`src/rtl/fpmul_pkg.sv`:
```
// Shared types and constants for the binary32 multiplier normalise/round/pack stage.
package fpmul_pkg;

    localparam int MW   = 24;
    localparam int EW   = 8;
    localparam int BIAS = 127;

    localparam logic signed [9:0] EXP_MAX = 10'sd255;
    localparam logic [31:0]       QNAN    = 32'h7FC0_0000;

    typedef enum logic [1:0] {
        SPEC_NORM = 2'b00,
        SPEC_ZERO = 2'b01,
        SPEC_INF  = 2'b10,
        SPEC_NAN  = 2'b11
    } spec_t;

    // Normalised operand held between the two pipeline stages.
    typedef struct packed {
        logic              sgn;
        spec_t             spec;
        logic signed [9:0] e;
        logic [22:0]       mant;
        logic              g;
        logic              st;
    } s1_t;

endpackage

```
`src/rtl/fpmul_rne_round.sv`:
```
// Combinational round-to-nearest-even, exponent adjust and binary32 pack with
// overflow-to-inf and flush-to-zero. Flag output exists only with FPMUL_EXC_FLAGS_EN.
module fpmul_rne_round
    import fpmul_pkg::*;
(
    input  s1_t         s1,
    output logic [31:0] res
`ifdef FPMUL_EXC_FLAGS_EN
    ,
    output logic [2:0]  flg
`endif
);

    logic              round_up;
    logic [23:0]       mant_r;
    logic signed [9:0] e_r;

    // A carry out of the rounded mantissa leaves the fraction at zero and bumps the exponent.
    always_comb begin
        round_up = s1.g & (s1.st | s1.mant[0]);
        mant_r   = {1'b0, s1.mant} + {23'b0, round_up};
        e_r      = s1.e + (mant_r[23] ? 10'sd1 : 10'sd0);
        res      = '0;
`ifdef FPMUL_EXC_FLAGS_EN
        flg      = 3'b000;
`endif
        case (s1.spec)
            SPEC_ZERO: res = {s1.sgn, 31'b0};
            SPEC_INF:  res = {s1.sgn, 8'hFF, 23'b0};
            SPEC_NAN:  res = QNAN;
            default: begin
                if (e_r >= EXP_MAX) begin
                    res = {s1.sgn, 8'hFF, 23'b0};
`ifdef FPMUL_EXC_FLAGS_EN
                    flg[2] = 1'b1;
`endif
                end else if (e_r <= 10'sd0) begin
                    res = {s1.sgn, 31'b0};
`ifdef FPMUL_EXC_FLAGS_EN
                    flg[1] = 1'b1;
`endif
                end else begin
                    res = {s1.sgn, e_r[7:0], mant_r[22:0]};
                end
`ifdef FPMUL_EXC_FLAGS_EN
                flg[0] = s1.g | s1.st;
`endif
            end
        endcase
    end

endmodule

```
`src/rtl/fpmul_normround.sv`:
```
// Two-stage valid/ready pipeline: normalise the 48-bit mantissa product, then RNE-round and pack
// to binary32. Defining FPMUL_EXC_FLAGS_EN adds out_flg/sticky_flg exception flags and flg_clr.
module fpmul_normround
    import fpmul_pkg::*;
#(
    parameter int MW   = 24,
    parameter int EW   = 8,
    parameter int BIAS = 127
)(
    input  logic            clk,
    input  logic            rst_n,
    input  logic            in_vld,
    output logic            in_rdy,
    input  logic            in_sgn,
    input  logic [EW-1:0]   in_expa,
    input  logic [EW-1:0]   in_expb,
    input  logic [1:0]      in_spec,
    input  logic [2*MW-1:0] in_prod,
    output logic            out_vld,
    input  logic            out_rdy,
    output logic [31:0]     out_res
`ifdef FPMUL_EXC_FLAGS_EN
    ,
    input  logic            flg_clr,
    output logic [2:0]      out_flg,
    output logic [2:0]      sticky_flg
`endif
);

    localparam logic signed [EW+1:0] BIAS_E = (EW+2)'(BIAS);

    logic              s1_vld;
    logic              s1_adv;
    s1_t               s1;
    s1_t               s1_next;
    logic signed [EW+1:0] e_sum;
    logic [31:0]       rnd_res;

    assign s1_adv = !out_vld | out_rdy;
    assign in_rdy = !s1_vld | s1_adv;

    // A product of 2.0 or more has its leading one at the top bit and needs one extra exponent step.
    always_comb begin
        e_sum        = $signed({2'b00, in_expa}) + $signed({2'b00, in_expb}) - BIAS_E;
        s1_next.sgn  = in_sgn;
        s1_next.spec = spec_t'(in_spec);
        if (in_prod[2*MW-1]) begin
            s1_next.e    = e_sum + 10'sd1;
            s1_next.mant = in_prod[2*MW-2 -: MW-1];
            s1_next.g    = in_prod[MW-1];
            s1_next.st   = |in_prod[MW-2:0];
        end else begin
            s1_next.e    = e_sum;
            s1_next.mant = in_prod[2*MW-3 -: MW-1];
            s1_next.g    = in_prod[MW-2];
            s1_next.st   = |in_prod[MW-3:0];
        end
    end

    always_ff @(posedge clk or negedge rst_n) begin
        if (!rst_n) begin
            s1_vld <= 1'b0;
            s1     <= '0;
        end else if (in_rdy) begin
            s1_vld <= in_vld;
            if (in_vld)
                s1 <= s1_next;
        end
    end

`ifdef FPMUL_EXC_FLAGS_EN
    logic [2:0] rnd_flg;

    fpmul_rne_round u_round (
        .s1  (s1),
        .res (rnd_res),
        .flg (rnd_flg)
    );
`else
    fpmul_rne_round u_round (
        .s1  (s1),
        .res (rnd_res)
    );
`endif

    always_ff @(posedge clk or negedge rst_n) begin
        if (!rst_n) begin
            out_vld <= 1'b0;
            out_res <= '0;
        end else if (s1_adv) begin
            out_vld <= s1_vld;
            if (s1_vld)
                out_res <= rnd_res;
        end
    end

`ifdef FPMUL_EXC_FLAGS_EN
    always_ff @(posedge clk or negedge rst_n) begin
        if (!rst_n)
            out_flg <= 3'b000;
        else if (s1_adv && s1_vld)
            out_flg <= rnd_flg;
    end

    // Clear has priority over a flag set arriving in the same cycle.
    always_ff @(posedge clk or negedge rst_n) begin
        if (!rst_n)
            sticky_flg <= 3'b000;
        else if (flg_clr)
            sticky_flg <= 3'b000;
        else if (out_vld && out_rdy)
            sticky_flg <= sticky_flg | out_flg;
    end
`endif

endmodule

```
`config.mk`:
```
export PLATFORM = sky130hd
export DESIGN_NAME = fpmul_normround
export DESIGN_NICKNAME = d
export VERILOG_FILES = /design/src/rtl/fpmul_pkg.sv /design/src/rtl/fpmul_rne_round.sv /design/src/rtl/fpmul_normround.sv
export SDC_FILE = /design/constraint.sdc
export NUM_CORES = 1
export LEC_CHECK = 0
export ABC_AREA = 1
export CORE_MARGIN = 2
export CORE_UTILIZATION = 47
export DETAILED_ROUTE_END_ITERATION = 16
export PLACE_DENSITY = 0.78
export SYNTH_ARGS = -nofsm -noshare
export SYNTH_HDL_FRONTEND = slang
export SYNTH_SLANG_ARGS = --single-unit
```
`constraint.sdc`:
```
create_clock -name clk -period 3 [get_ports clk]
set_input_delay 0.6 -clock clk [delete_from_list [all_inputs] [get_ports clk]]
set_output_delay 0.6 -clock clk [all_outputs]
set_load 0.02 [all_outputs]
```
Yosys cells after proc, flatten, opt, wreduce, memory -nomap -nowiden
Cells that the tools add are included.

storage, ports and cells
  flip-flop bits (word level) = 72
  bits of input ports = 71
  output and inout port bits = 34

operators by class
  add/sub/neg operators = 5
  magnitude comparators = 2
  equality and inequality tests = 3
  muxes and demuxes = 5
  bitwise gates (word level) = 4
  reductions and logical operators = 6

operators by type and width
  operator                 count
  $pmux W32 S3             1
  $mux W31                 2
  $mux W35                 1
  $add A23 B1 Y24          1
  $reduce_or A23 Y1        1
  $reduce_or A22 Y1        1
  $add A10 B10 Y10         1
  $add A10 B2 Y10 const B  1
  $ge A10 B9 Y1 const B    1
  $le A10 B1 Y1 const B    1
  $sub A9 B7 Y10 const B   1
  $add A8 B8 Y9            1
  $eq A2 B2 Y1 const B     2
  $reduce_and A2 Y1        2
  $or A1 B1 Y1             3
  $eq A2 B1 Y1 const B     1
  $logic_not A1 Y1         2
  $and A1 B1 Y1            1
  $mux W1                  1

Logic depth before layout (Yosys ltp)
Gate-level depths: netlist (run 1).

  depth in word-level cells = 9
  gate-level depth with buffers = 23
  gate-level depth less buffers = 23

Modules after synthesis
From an unflattened synthesis (run 1), not the netlist that was laid out.

unflattened totals
  cells, all modules = 630
  area, all modules = 4852.2 um^2

by module, submodules not included
  module           instances  cells an instance  area an instance (um^2)
  fpmul_normround  1          389                3608.5
  fpmul_rne_round  1          241                1243.7

Worst setup path before layout (run 1)
No wires, ideal clock.

  path kind = reg2reg
  start = reg, netlist name s1[2]
  end = reg out_res[3]
  library setup time = 0.119 ns
  arrival = 3.020 ns
  data required time = 2.881 ns
  path slack = -0.139 ns
  stages on the path, launching flop included = 20
  buffers on the path = 0
  clock period less this slack = 3.139 ns
  path through = dfrtp_1 > o21a_1 > ha_1 > nand3_1 > nor3_2 > nand4_1 > inv_1 > nand4_1 > nor4_1 > ha_1 > ha_1 > or2_2 > nor2_1 > nand3_1 > nor2_1 > nand3_2 > nand2_8 > nor2_8 > inv_2 > o21ai_2

between the ends
  word-level cells in the longest chain between the ends = 9
  elaborated cells on any way between the ends = 10
  those cells by class = 2 x add/sub; 2 x order compare; 4 x mux; 2 x bitwise

RTL lines
  what                  RTL line               source
  $or A1 B1 Y1          fpmul_rne_round.sv:20  round_up = s1.g & (s1.st | s1.mant[0]);
  $and A1 B1 Y1         fpmul_rne_round.sv:20
  $add A23 B1 Y24 (*)   fpmul_rne_round.sv:21  mant_r = {1'b0, s1.mant} + {23'b0, round_up};
  $mux W1               fpmul_rne_round.sv:22  e_r = s1.e + (mant_r[23] ? 10'sd1 : 10'sd0);
  $add A10 B10 Y10      fpmul_rne_round.sv:22
  $le A10 B1 Y1         fpmul_rne_round.sv:37  end else if (e_r <= 10'sd0) begin
  $mux W31              fpmul_rne_round.sv:37
  $mux W31 (*)          fpmul_rne_round.sv:32  if (e_r >= EXP_MAX) begin
  $pmux W32 S3 (*)      fpmul_rne_round.sv:27  case (s1.spec)
  end signal, assigned  fpmul_normround.sv:93  out_res <= rnd_res;
  end, declared         fpmul_normround.sv:21  output logic [31:0] out_res

Mark *: on every way between the ends. The rest lies on a longest branch, timed or not.
A chain may end at the register's enable or synchronous reset.

Final worst setup path (run 1)
  start = reg, netlist name s1[2]
  end = reg out_res[9]

between the ends
  word-level cells in the longest chain between the ends = 9
  elaborated cells on any way between the ends = 10
  those cells by class = 2 x add/sub; 2 x order compare; 4 x mux; 2 x bitwise

RTL lines
  what                 RTL line
  $or A1 B1 Y1         fpmul_rne_round.sv:20
  $and A1 B1 Y1        fpmul_rne_round.sv:20
  $add A23 B1 Y24 (*)  fpmul_rne_round.sv:21
  $mux W1              fpmul_rne_round.sv:22
  $add A10 B10 Y10     fpmul_rne_round.sv:22
  $le A10 B1 Y1        fpmul_rne_round.sv:37
  $mux W31             fpmul_rne_round.sv:37
  $mux W31 (*)         fpmul_rne_round.sv:32
  $pmux W32 S3 (*)     fpmul_rne_round.sv:27

Marked as above.

==> results of run 1 <==
==> cells in the final DEF (no fill, tap or decap), types with 4 or more instances in the layout <==
| master | Yosys | layout |
|---|---|---|
| sky130_fd_sc_hd__nand2_2 | 4 | 6 |
| sky130_fd_sc_hd__nand4_1 | 20 | 20 |
| sky130_fd_sc_hd__o21ai_1 | 7 | 4 |
| sky130_fd_sc_hd__nor4_1 | 7 | 6 |
| sky130_fd_sc_hd__buf_4 | 1 | 70 |
| sky130_fd_sc_hd__inv_1 | 65 | 64 |
| sky130_fd_sc_hd__o21ai_2 | 7 | 10 |
| sky130_fd_sc_hd__ha_1 | 20 | 17 |
| sky130_fd_sc_hd__nand3_2 | 5 | 9 |
| sky130_fd_sc_hd__xor2_1 | 4 | 4 |
| sky130_fd_sc_hd__nand3_4 | 0 | 4 |
| sky130_fd_sc_hd__nand2_4 | 2 | 4 |
| sky130_fd_sc_hd__a31oi_1 | 23 | 23 |
| sky130_fd_sc_hd__nor2_2 | 2 | 6 |
| sky130_fd_sc_hd__buf_12 | 1 | 4 |
| sky130_fd_sc_hd__nor3_1 | 7 | 7 |
| sky130_fd_sc_hd__a21oi_1 | 16 | 15 |
| sky130_fd_sc_hd__dfrtp_1 | 72 | 72 |
| sky130_fd_sc_hd__clkdlybuf4s50_1 | 0 | 103 |
| sky130_fd_sc_hd__nor2_1 | 80 | 74 |
| sky130_fd_sc_hd__nand3_1 | 47 | 39 |
| sky130_fd_sc_hd__clkbuf_8 | 0 | 10 |
| sky130_fd_sc_hd__xnor2_1 | 5 | 5 |
| sky130_fd_sc_hd__nand2_1 | 203 | 199 |
| sky130_fd_sc_hd__o21ai_0 | 20 | 20 |
==> sequential cells by signal, indices dropped and copies added (netlist names) <==
name	flops
s1	38
out_vld	1
out_res	32
s1_vld	1
==> final cells by class <==
type / instances / area, um2
Clock inverter: 6 / 42.5
Timing Repair Buffer: 180 / 1660
Clock buffer: 10 / 138
Multi-Input combinational cell: 507 / 2810
Timing Repair inverter: 1 / 6.26
Inverter: 71 / 282
Sequential cell: 72 / 1800
Fill cell: 834 / 2910
Tap cell: 133 / 166
==> worst min path at each step <==
stage	end	cells past startpoint	start	slack (ns)
floorplan	out_res[0]	0	rst_n	0.30
global placement	out_res[10]	2	out_res[10]	0.47
detailed placement	out_res[7]	2	out_res[7]	0.47
CTS	out_vld	1	rst_n	0.19
global route	out_vld	1	rst_n	0.21
finish	out_vld	1	rst_n	0.19
==> Yosys cell counts (all sizes together) <==
| master | count | area share |
|---|---|---|
| nor3b | 1 | 0.0016 |
| xor2 | 4 | 0.0073 |
| nand4 | 20 | 0.026 |
| nand3 | 52 | 0.060 |
| dfrtp | 72 | 0.38 |
| nand3b | 3 | 0.0047 |
| o21ai | 34 | 0.041 |
| xnor2 | 5 | 0.0092 |
| fa | 1 | 0.0042 |
| a21boi | 1 | 0.0039 |
| inv | 70 | 0.056 |
| a41oi | 1 | 0.0018 |
| clkinv | 1 | 0.00079 |
| nor2 | 84 | 0.072 |
| o21bai | 2 | 0.0031 |
| a211oi | 1 | 0.0016 |
| ha | 20 | 0.052 |
| o22ai | 3 | 0.0039 |
| o221ai | 1 | 0.0018 |
| nor3 | 8 | 0.0094 |
| or2 | 5 | 0.0066 |
| a21oi | 16 | 0.017 |
| nand2 | 210 | 0.17 |
| o21a | 1 | 0.0016 |
| nor4 | 7 | 0.0092 |
| buf | 3 | 0.0068 |
| a31oi | 23 | 0.030 |
| o211ai | 2 | 0.0031 |
| clkbuf | 15 | 0.012 |
| o31ai | 1 | 0.0016 |
==> per-layer routing <==
metal,vias to the layer above,track usage,part of all wire,wire (um)
li1,2550,-,-,-
met1,2362,0.355,0.46,6440
met4,0,0.101,0.021,290
met2,189,0.429,0.47,6620
met3,27,0.0343,0.051,724
met5,-,0,0,0
==> stage by stage <==
step                      cell area, um2  setup TNS [ns]   util  std cells  setup WS [ns]
final                               6910           -2.84  0.703        980         -0.193
after global routing                6910          -10.10  0.703        980         -0.374
after CTS                           6830           -1.94  0.696        978         -0.102
after detailed placement            6390          -12.60  0.651        940         -0.417
after global placement              6390           -7.40  0.651        940         -0.246
after floorplan                     4820           -3.16      -        667         -0.127
==> cells by family (layout without fill, tap and decap cells) <==
| group | count (synthesis) | after routing | share of synthesized area |
|---|---|---|---|
| xor gates and xnor gates | 9 | 9 | 0.0165 |
| DFF | 72 | 72 | 0.377 |
| and+or+nand+nor | 390 | 391 | 0.363 |
| buffers and inverters | 89 | 268 | 0.0755 |
| AOI/OAI and AO/OA | 86 | 86 | 0.111 |
| adders and majority gates | 21 | 21 | 0.0566 |
==> power by group <==
part           switching, mW  internal, mW  total, mW
combinational          0.983         0.801       1.78
sequential             0.180          1.19       1.37
clock                  0.385         0.325      0.710
==> worst reg2reg max path: stages (launching register included) <==
cell and delay, ns:
sky130_fd_sc_hd__dfrtp_1 0.39, sky130_fd_sc_hd__o21a_1 0.22, sky130_fd_sc_hd__ha_4 0.17, sky130_fd_sc_hd__nand3_4 0.09, sky130_fd_sc_hd__nor3_4 0.04, sky130_fd_sc_hd__nand4_1 0.11, sky130_fd_sc_hd__inv_1 0.08, sky130_fd_sc_hd__buf_4 0.13
sky130_fd_sc_hd__buf_4 0.12, sky130_fd_sc_hd__buf_4 0.12, sky130_fd_sc_hd__buf_4 0.12, sky130_fd_sc_hd__buf_4 0.12, sky130_fd_sc_hd__buf_4 0.12, sky130_fd_sc_hd__buf_4 0.12, sky130_fd_sc_hd__buf_4 0.12, sky130_fd_sc_hd__buf_4 0.12
sky130_fd_sc_hd__buf_4 0.12, sky130_fd_sc_hd__buf_4 0.12, sky130_fd_sc_hd__buf_4 0.13, sky130_fd_sc_hd__buf_4 0.12, sky130_fd_sc_hd__buf_4 0.12, sky130_fd_sc_hd__nor2_1 0.10, sky130_fd_sc_hd__nand3_1 0.11, sky130_fd_sc_hd__o21ai_1 0.12
==> repair_timing <==
| item | 4_1_cts | 5_1_grt |
|---|---|---|
| setup endpoints to repair | 31 | 33 |
| pin swaps | 17 | 8 |
| gates cloned | 2 | 0 |
| hold endpoints to repair | 0 | 0 |
| buffers inserted | 20 | 2 |
| resized for setup | 18 | 18 |
==> impl_metrics.yaml, run 1 <==
outcome:
  outcome: "complete, but fails checks"
  violations_in_the_final_reports: "setup timing"
global_route:
  tot_gr_track_use: 0.263
  grt_pass1_vias: 4937
  pin_count_of_the_biggest_net_entering_global_routing: 50
  grt_antenna_before_repair: 0
  grt_overflow: 0
  wire_length_of_the_first_global_routing_pass_mm: 23.4
yosys:
  net_count_after_synthesis: 759
  synthesis.area_um2: 4770
  synthCells: 667
  post_synth_num_cell_types: 44
  yosys_register_bits: 72
  synthesis.yosys.warnings: 0
  sequential_area_share_after_synthesis: 0.377
  synth.avg_cell_area_um2: 7.16
timing:
  worst_slack_ns: -0.193
  relSlewSlack: 0.470
  setup_viol_count_final: 31
  finalHoldWorstSlack_ns: 0.189
  fmax_ghz: 0.313
  period_needed_ns: 3.19
  clock-skew-final_ns: 0.0134
  report.final.slew_viol_count: 0
  rsz_0062_raised_after_global_routing: "yes"
  worst_pin_slew_ns: 0.792
  period_share: 1.06
  report.final.hold_viol_count: 0
power_and_ir_drop:
  ir_drop_mv: 0.266
  design_power_total_mw: 3.86
  power.density_cell_area_nw_per_um2: 559
  p_leak_nw: 3.29
setup_path:
  critPathSlowestCell: "sky130_fd_sc_hd__dfrtp_1"
  path_cells: "o21a_1, ha_4, nand3_4, nor3_4, nand4_1, inv_1, buf_4, buf_4, buf_4, buf_4, buf_4, buf_4, buf_4, buf_4, buf_4, buf_4, buf_4, buf_4, buf_4, buf_4, nor2_1, nand3_1, o21ai_1"
  cp.depth: 23
  register_to_register_setup_slack_ns: -0.19
  timing.critical_path.to: "out_res[9]"
  cp-startpoint: "s1[2]"
  worst-endpoint-arrival_ns: 3.48
  worst_setup_path_end_kind: "register"
  worstReg2RegStart: "s1[2]"
  r2r.worst_path.cells: 23
  worst-path-max-fanout: 2
  cpPeakStageDelay_ns: 0.39
  critical_path_buf_inv_count: 15
  worstReg2RegEnd: "out_res[9]"
  timing.critical_path.max_delay_family: "buffers and inverters"
  startpoint_type: "register"
  critical_path_class: "reg2reg"
  worst-endpoint-required_ns: 3.29
  cpMostUsedCell: "sky130_fd_sc_hd__buf_4"
cells_and_area:
  fin_nets: 934
  antenna_cells_inserted: 0
  flow.area_growth_from_synthesis_pct: 44.7
  layout-drive-gt1-share: 0.185
placement:
  final_estimated_routing_congestion_in_global_placement: 0.920
  buffer_ports.inserted: 104
  dp.final_hpwl_mm: 10.9
clocking:
  cts.clk_slew.worst_paths_ns: 0.09
  post_cts_hold_buffer_count: 0
  clock-sinks: 72
  cts_root_cell: "sky130_fd_sc_hd__clkbuf_8"
  cts-buffers-inserted: 9
  clock_tree.buffer_depth: 2
  cts_tree: "built"
  clk_latency_ns: 0.36
  cts_max_level: 3
die:
  cell_row_count: 36
  design.portCount: 105
  die_w_um: 105
  core-area_um2: 9820
  dieHeight_um: 105
  fp.dieArea_um2: 11000
  initial_core_util: 0.486
detailed_routing:
  wl_per_cell_um: 14.4
  vias_per_cell: 5.23
  drt-pass1-iter-count: 5
  drc_errors: 0
  routed_wl_mm: 14.1
  num_vias: 5128
  dr.first_iter.drc_count: 320
  drtAntennaViolNets: 0
flow_run:
  max-cap-violations: 0
min_path:
  hold_class: "in2async"
Power figures use the tool's default switching activity.
==> run 2: changes to the inputs <==
Settings changed: CTS_CLUSTER_SIZE set to 25.
==> results of run 2 <==
No change in the layout: final DEF, timing and power equal those of run 1.
